--- src/rtl/instr_fetch_unit.sv ---
// Instruction-fetch front end: in-order word fetches into a small buffer, one instruction per
// cycle to decode, with redirect flushing and discarding of stale in-flight responses.
module instr_fetch_unit #(
  parameter int unsigned           DATA_WIDTH = 32,
  parameter int unsigned           ADDR_WIDTH = 32,
  parameter int unsigned           FIFO_DEPTH = 4,
  parameter logic [ADDR_WIDTH-1:0] RESET_PC   = '0
) (
  input  logic                  clk,
  input  logic                  rst_n,
  output logic                  mem_req,
  output logic [ADDR_WIDTH-1:0] mem_addr,
  input  logic                  mem_gnt,
  input  logic                  mem_rvalid,
  input  logic [DATA_WIDTH-1:0] mem_rdata,
  input  logic                  redirect,
  input  logic [ADDR_WIDTH-1:0] redirect_pc,
  input  logic                  stall,
  output logic [DATA_WIDTH-1:0] instr,
  output logic [ADDR_WIDTH-1:0] instr_pc,
  output logic                  instr_valid
);

  localparam int unsigned CW = $clog2(FIFO_DEPTH) + 1;
  localparam int unsigned PW = $clog2(FIFO_DEPTH);
  localparam logic [DATA_WIDTH-1:0] Nop = DATA_WIDTH'(32'h0000_0013);

  logic [ADDR_WIDTH-1:0] fetch_pc_q, fetch_pc_d;
  logic [ADDR_WIDTH-1:0] resp_pc_q, resp_pc_d;
  logic [CW-1:0]         count_q, count_d;
  logic [CW-1:0]         outstanding_q, outstanding_d;
  logic [CW-1:0]         drop_cnt_q, drop_cnt_d;
  logic [PW-1:0]         rd_ptr_q, rd_ptr_d;
  logic [PW-1:0]         wr_ptr_q, wr_ptr_d;

  logic [DATA_WIDTH-1:0] fifo_word [FIFO_DEPTH];
  logic [ADDR_WIDTH-1:0] fifo_pc   [FIFO_DEPTH];

  logic [CW:0]           slots_used;
  logic [ADDR_WIDTH-1:0] target_pc;
  logic                  fire, rsp, push, pop;
  logic [1:0]            unused_redirect_lsb;

  assign unused_redirect_lsb = redirect_pc[1:0];
  assign target_pc           = {redirect_pc[ADDR_WIDTH-1:2], 2'b00};

  // Buffered plus outstanding fetches are capped so the buffer can never overflow.
  assign slots_used = {1'b0, count_q} + {1'b0, outstanding_q};
  assign mem_req    = rst_n && !redirect && (slots_used < (CW+1)'(FIFO_DEPTH));
  assign mem_addr   = fetch_pc_q;

  assign fire = mem_req && mem_gnt;
  // A response with nothing outstanding is a protocol violation and is ignored.
  assign rsp  = mem_rvalid && (outstanding_q != '0);
  assign push = rsp && (drop_cnt_q == '0) && !redirect;
  assign pop  = instr_valid && !stall && !redirect;

  assign instr_valid = (count_q != '0);
  assign instr       = instr_valid ? fifo_word[rd_ptr_q] : Nop;
  assign instr_pc    = instr_valid ? fifo_pc[rd_ptr_q] : resp_pc_q;

  always_comb begin
    fetch_pc_d    = fetch_pc_q;
    resp_pc_d     = resp_pc_q;
    count_d       = count_q;
    drop_cnt_d    = drop_cnt_q;
    rd_ptr_d      = rd_ptr_q;
    wr_ptr_d      = wr_ptr_q;
    outstanding_d = outstanding_q + CW'(fire) - CW'(rsp);

    if (redirect) begin
      // Everything still in flight becomes stale; a response arriving now is consumed here.
      fetch_pc_d = target_pc;
      resp_pc_d  = target_pc;
      count_d    = '0;
      rd_ptr_d   = '0;
      wr_ptr_d   = '0;
      drop_cnt_d = outstanding_q - CW'(rsp);
    end else begin
      if (fire) begin
        fetch_pc_d = fetch_pc_q + ADDR_WIDTH'(4);
      end
      if (rsp && (drop_cnt_q != '0)) begin
        drop_cnt_d = drop_cnt_q - CW'(1);
      end
      if (push) begin
        wr_ptr_d  = wr_ptr_q + PW'(1);
        resp_pc_d = resp_pc_q + ADDR_WIDTH'(4);
      end
      if (pop) begin
        rd_ptr_d = rd_ptr_q + PW'(1);
      end
      count_d = count_q + CW'(push) - CW'(pop);
    end
  end

  always_ff @(posedge clk or negedge rst_n) begin
    if (!rst_n) begin
      fetch_pc_q    <= RESET_PC;
      resp_pc_q     <= RESET_PC;
      count_q       <= '0;
      outstanding_q <= '0;
      drop_cnt_q    <= '0;
      rd_ptr_q      <= '0;
      wr_ptr_q      <= '0;
    end else begin
      fetch_pc_q    <= fetch_pc_d;
      resp_pc_q     <= resp_pc_d;
      count_q       <= count_d;
      outstanding_q <= outstanding_d;
      drop_cnt_q    <= drop_cnt_d;
      rd_ptr_q      <= rd_ptr_d;
      wr_ptr_q      <= wr_ptr_d;
    end
  end

  // Buffer storage needs no reset; entries are only read while counted valid.
  always_ff @(posedge clk) begin
    if (push) begin
      fifo_word[wr_ptr_q] <= mem_rdata;
      fifo_pc[wr_ptr_q]   <= resp_pc_q;
    end
  end

endmodule

--- config.mk ---
export PLATFORM = sky130hd
export DESIGN_NAME = instr_fetch_unit
export DESIGN_NICKNAME = d
export VERILOG_FILES = /design/src/rtl/instr_fetch_unit.sv
export SDC_FILE = /design/constraint.sdc
export NUM_CORES = 1
export LEC_CHECK = 0
export CAP_MARGIN = 20
export CORE_UTILIZATION = 44
export CTS_CLUSTER_SIZE = 40
export DETAILED_ROUTE_END_ITERATION = 16
export GPL_ROUTABILITY_DRIVEN = 1
export PLACE_DENSITY = 0.77
export REMOVE_ABC_BUFFERS = 1
export SLEW_MARGIN = 20
export SYNTH_ARGS = -nofsm -noshare
export SYNTH_HDL_FRONTEND = slang
export SYNTH_SLANG_ARGS = --single-unit
--- constraint.sdc ---
create_clock -name clk -period 3.9 [get_ports clk]
set_input_delay 0.39 -clock clk [delete_from_list [all_inputs] [get_ports clk]]
set_output_delay 0.39 -clock clk [all_outputs]
set_load 0.01 [all_outputs]
Word level (Yosys, flattened, before mapping)
Memory sizes are Yosys's and may differ from the RTL's.
Cells that the tools add are included.
Storage, ports and cells
  register bits: 77
  bits in latches: 0
  RAM bits: 256
  bits in read-only memories: 0
  bits of input ports: 70
  output and inout bits: 98
  logic and storage cells: 55
  memories kept: 2
Memory list
  fifo_pc: depth 4, bits a word 32, read ports 1, clocked after Yosys merged registers in 0, wr ports 1, line 37  | logic [ADDR_WIDTH-1:0] fifo_pc [FIFO_DEPTH];
  fifo_word: depth 4, bits a word 32, read ports 1, clocked after Yosys merged registers in 0, wr ports 1, line 36  | logic [DATA_WIDTH-1:0] fifo_word [FIFO_DEPTH];
Cells by class
  add/subtract/negate cells: 11
  multipliers: 0
  div/mod/pow operators: 0
  magnitude comparators: 1
  eq/ne operators: 0
  shift operators: 0
  multiplexer cells: 15
  bitwise operators: 0
  reduce and logical (&&, ||, !) cells: 19
Operators by type and width (count)
  two-way mux 32 bit: 6
  adder 32 x 3 -> 32 bit (second input constant): 2
  logical AND 1 bit: 9
  two-way mux 3 bit: 3
  nonzero test 3 bit: 3
  subtractor 3 x 1 -> 3 bit: 3
  two-way mux 2 bit: 4
  nonzero test 2 bit: 4
  adder 3 x 1 -> 3 bit: 2
  adder 2 x 1 -> 2 bit (second input constant): 2
  adder 3 x 3 -> 4 bit: 1
  < comparator 4 x 3 -> 1 bit (second input constant): 1
  zero test 3 bit: 1
  subtractor 3 x 1 -> 3 bit (second input constant): 1
  zero test 1 bit: 2
  two-way mux 1 bit: 2

Logic depth before layout (Yosys ltp)
  depth in word-level cells: 7
  gate-level depth with buffers: 12
  gate-level depth less buffers: 12

Least setup slack after synthesis
Ideal clock, no wire load.
  path kind: register -> register
  start: register outstanding_q[2]
  end: register outstanding_q[2]
  setup time: 80 ps
  arrival: 3184 ps
  data required time: 3820 ps
  path slack: 636 ps
  cell stages (with the launch flop): 13
  path buffers: 1
  clock period less this slack: 3264 ps
  cells stage by stage: dfrtp_1 -> ha_1 -> or4b_4 -> nor4b_4 -> inv_2 -> clkbuf_1 -> ha_1 -> inv_1 -> ha_1 -> inv_1 -> fa_1 -> xnor2_1 -> xnor2_1
On the way
  cells in the longest elaborated chain, start to end: 6
  elaborated cells on any way between the ends: 8
  classes of those cells: add/sub (3); order compare (1); reduce/logical (4)
Ends and longest elaborated chain
  from (decl): line 31  | logic [CW-1:0] outstanding_q, outstanding_d;
  from (signal assigned): line 110  | outstanding_q <= outstanding_d;
  adder 3 x 3 -> 4 bit: line 48  | assign slots_used = {1'b0, count_q} + {1'b0, outstanding_q};
  < comparator 4 x 3 -> 1 bit: line 49  | assign mem_req = rst_n && !redirect && (slots_used < (CW+1)'(FIFO_DEPTH));
  logical AND 1 bit: line 49
  logical AND 1 bit: line 52  | assign fire = mem_req && mem_gnt;
  adder 3 x 1 -> 3 bit: line 69  | outstanding_d = outstanding_q + CW'(fire) - CW'(rsp);
  subtractor 3 x 1 -> 3 bit *: line 69
  via outstanding_d[2]: line 31
Mark *: on every way through the listed nets, which the timed path passes. The rest lies on a longest branch.
A chain may end at the register's enable or synchronous reset.

Final worst setup path
  start: register rd_ptr_q[0]
  end: output port instr_pc[3]
On the way
  cells in the longest elaborated chain, start to end: 2
Ends and longest elaborated chain
  from (decl): line 33  | logic [PW-1:0] rd_ptr_q, rd_ptr_d;
  from (signal assigned): line 112  | rd_ptr_q <= rd_ptr_d;
  memory read (4 x 32 bit)
  two-way mux 32 bit: line 60  | assign instr_pc = instr_valid ? fifo_pc[rd_ptr_q] : resp_pc_q;
  to (decl): line 20  | output logic [ADDR_WIDTH-1:0] instr_pc,
No other way between the ends.

==> impl_metrics.toml <==
[clocking]
cts_sinks = 321
post_cts_buffers = 0
cts_max_level = 2
cts_resized = 0
numCtsBuffers = 35
clockBufferDepth = 3
cts_root_buf = "clkbuf_16"
cts_tree = "yes"
clk_pin_slew_ns = 0.06
clock_latency_ns = 0.51
ctsHoldBuffers = 0

[synth]
synth_cell_types = 46
synth_edf_count = 248
synth_mux_area_share_pct = 13.70
synthAdderAreaFrac_pct = 1.754
synth_area_um2 = 13690
synth_area_per_cell_um2 = 16.23
synth_top_family_by_area = "multiplexers"
synth-compound-area-share_pct = 3.335
ys.flop_type = "edfxtp_1"
async_reset_ff_share_pct = 22.74
synth_xor_area_share_pct = 3.134
synth_warnings = 0
ys_ff_latch = 321
synthCells = 844
ys_seq_area_share_pct = 67.72
synth-simple-area-share_pct = 8.588

[global_routing]
grt_max_degree = 74
grt_use_met2_pct = 32.59
grt_util_met1_pct = 25.84
antenna_found_initial = 1
globalRouteMet3Util_pct = 4.838
grt_overflow_total = 0
grt_pass1_wl_mm = 47.06
grtUsageTotal_pct = 19.86
top_usage_layer = "met2"
grt_pass1_vias = 8298

[finish]
drive_gt1_share_pct = 18.37
diodes = 0
mostFrequentLayoutCell = "edfxtp_1"
num-fill-cells = 2406
multi_input_area_um2 = 4209
area_growth_pct = 24.45
seq_area_um2 = 9279
nets = 1118
stdcell_area_um2 = 17040
final_cell_mix = "edfxtp_1 (248), clkdlybuf4s50_1 (159), dfrtp_1 (71)"

[pwr]
power.total_w = 0.01058
peakVddDrop_mv = 0.3057
power_leakage_nw = 5.771
power.internal_w = 0.007620
pwr-share-seq_pct = 39.6
p_clk_share_pct = 30.5
power.switching_w = 0.002959
p_per_area_nw_per_um2 = 620.7
combPwrFrac_pct = 29.9
switching_share_pct = 27.97

[detailed_routing]
vias = 8085
drt-total-wl_mm = 31.07
drc = 0
routed_via_density = 5.568
drt_iter0_drc = 512
ant_nets = 0
firstDrtPassIters = 5
wl_per_cell_um = 21.40

[floorplanning]
start_util_pct = 44.77
core_um2 = 30590
dieHeight_um = 178.4
rows = 64
dieArea_um2 = 31830
die_w_um = 178.4
pin_count = 168

[timing]
period_share_pct = 85.86
hold_violations = 0
rsz0062_at_grt = "no"
fmaxAchievable_ghz = 0.2987
setup-violations-final = 0
period_needed_ns = 3.348
finClkSkew_ns = 0.01520
relSlewSlack_pct = 25.00
setup_tns_ns = 0
maxSlewViolCount = 0
tightestPinTransition_ns = 1.115

[placement]
dpl_cell_area_um2 = 15910
numPortBuffers = 161
dpl.hpwl_mm = 20.01
gp_congestion = 0.8372

[critical_path]
critPathKind = "flop to primary output"
critPathCaptureType = "primary output"
cp.arrival_ns = 2.96
crit_fanout = 20
start_kind = "flop"
cp_data_required_time_ns = 3.51

[run]
maxCapViolCount = 0

[run_status]
status = "finished, final reports clean"

[worst_hold_path]
hold_path_class = "primary input to asynchronous set/reset pin"
[critical path, stage by stage (launching register included)]
cell and delay, ns:
dfrtp_4 0.72, buf_4 0.40, mux4_2 0.56, mux2_2 0.28, clkdlybuf4s50_1 0.48
[path summary, 6_finish.rpt]
check,startpoint,to,slack [ns],depth (start not counted)
min in group clk,redirect,rd_ptr_q[0],0.44,3
hold / removal,rst_n,resp_pc_q[30],0.16,2
max in group asynchronous,rst_n,rd_ptr_q[0],3.01,2
hold reg to reg,drop_cnt_q[1],drop_cnt_q[1],0.57,2
setup / recovery,rd_ptr_q[0],instr_pc[3],0.55,4
setup reg to reg,outstanding_q[2],outstanding_q[2],0.75,11
[cells in the mapped netlist (all sizes together) (16+ instances only)]
cell type / count / area, µm²
clkbuf: 23 / 86.33
dfrtp: 73 / 1827
edfxtp: 248 / 7447
ha: 16 / 200.2
inv: 21 / 78.83
mux2: 40 / 450.4
mux4: 62 / 1396
nand2: 52 / 195.2
nand3: 32 / 160.2
nand4: 24 / 150.1
nor2: 27 / 101.4
nor2b: 31 / 193.9
o21ai: 30 / 150.1
xnor2: 25 / 219.0
xor2: 24 / 210.2
[area by class of cell]
type                       instances  share of cell area (%)
multi-input combinational        467                   24.70
inverter                          21                  0.4625
clock inverter                    19                  0.9911
clock buffer                      44                   5.646
sequential                       321                   54.45
timing repair buffer             184                   10.85
tap                              396                   2.907
[stage by stage]
step	hold slack, ns	util [%]	setup WS (ns)	std cells
2_1_floorplan	0.09441	-	-1.687	809
3_3_place_gp	0.5313	52.02	0.8323	1389
3_5_place_dp	0.5403	52.02	0.7771	1389
4_1_cts	0.2102	55.71	0.4698	1452
5_1_grt	0.2621	55.71	0.3893	1452
6_report	0.1568	55.71	0.5516	1452
[flip-flops by register name, indices dropped and copies added (netlist names)]
signal	count
count_q	3
drop_cnt_q	3
fifo_pc	120
fifo_word	128
mem_addr	30
outstanding_q	3
rd_ptr_q	2
resp_pc_q	30
wr_ptr_q	2
[power by group through the flow]
stage	logic [W]	clock network [W]	registers, W
final	0.00316	0.00322	0.00419
after global routing	0.00341	0.00343	0.00423
after CTS	0.00322	0.00330	0.00419
after detailed placement	0.00320	0	0.00426
after global placement	0.00314	0	0.00425
after floorplan	0.00146	0	0.00427
[per-layer routing]
layer,wire length (µm),part of all wire [%]
met5,13,0.042
met4,801,2.6
met3,2296,7.4
met2,15140,49
met1,12820,41
[cell families (layout without fill, tap and decap cells)]
| kind of cell | Yosys count | in the layout |
|---|---|---|
| xor gates and xnor gates | 49 | 49 |
| adders and majority gates | 18 | 18 |
| AOI/OAI and AO/OA | 72 | 72 |
| muxes | 105 | 105 |
| and+or+nand+nor | 219 | 219 |
| other | 1 | 4 |
| DFF | 321 | 321 |
| buffers and inverters | 59 | 268 |
Power figures use the tool's default switching activity.
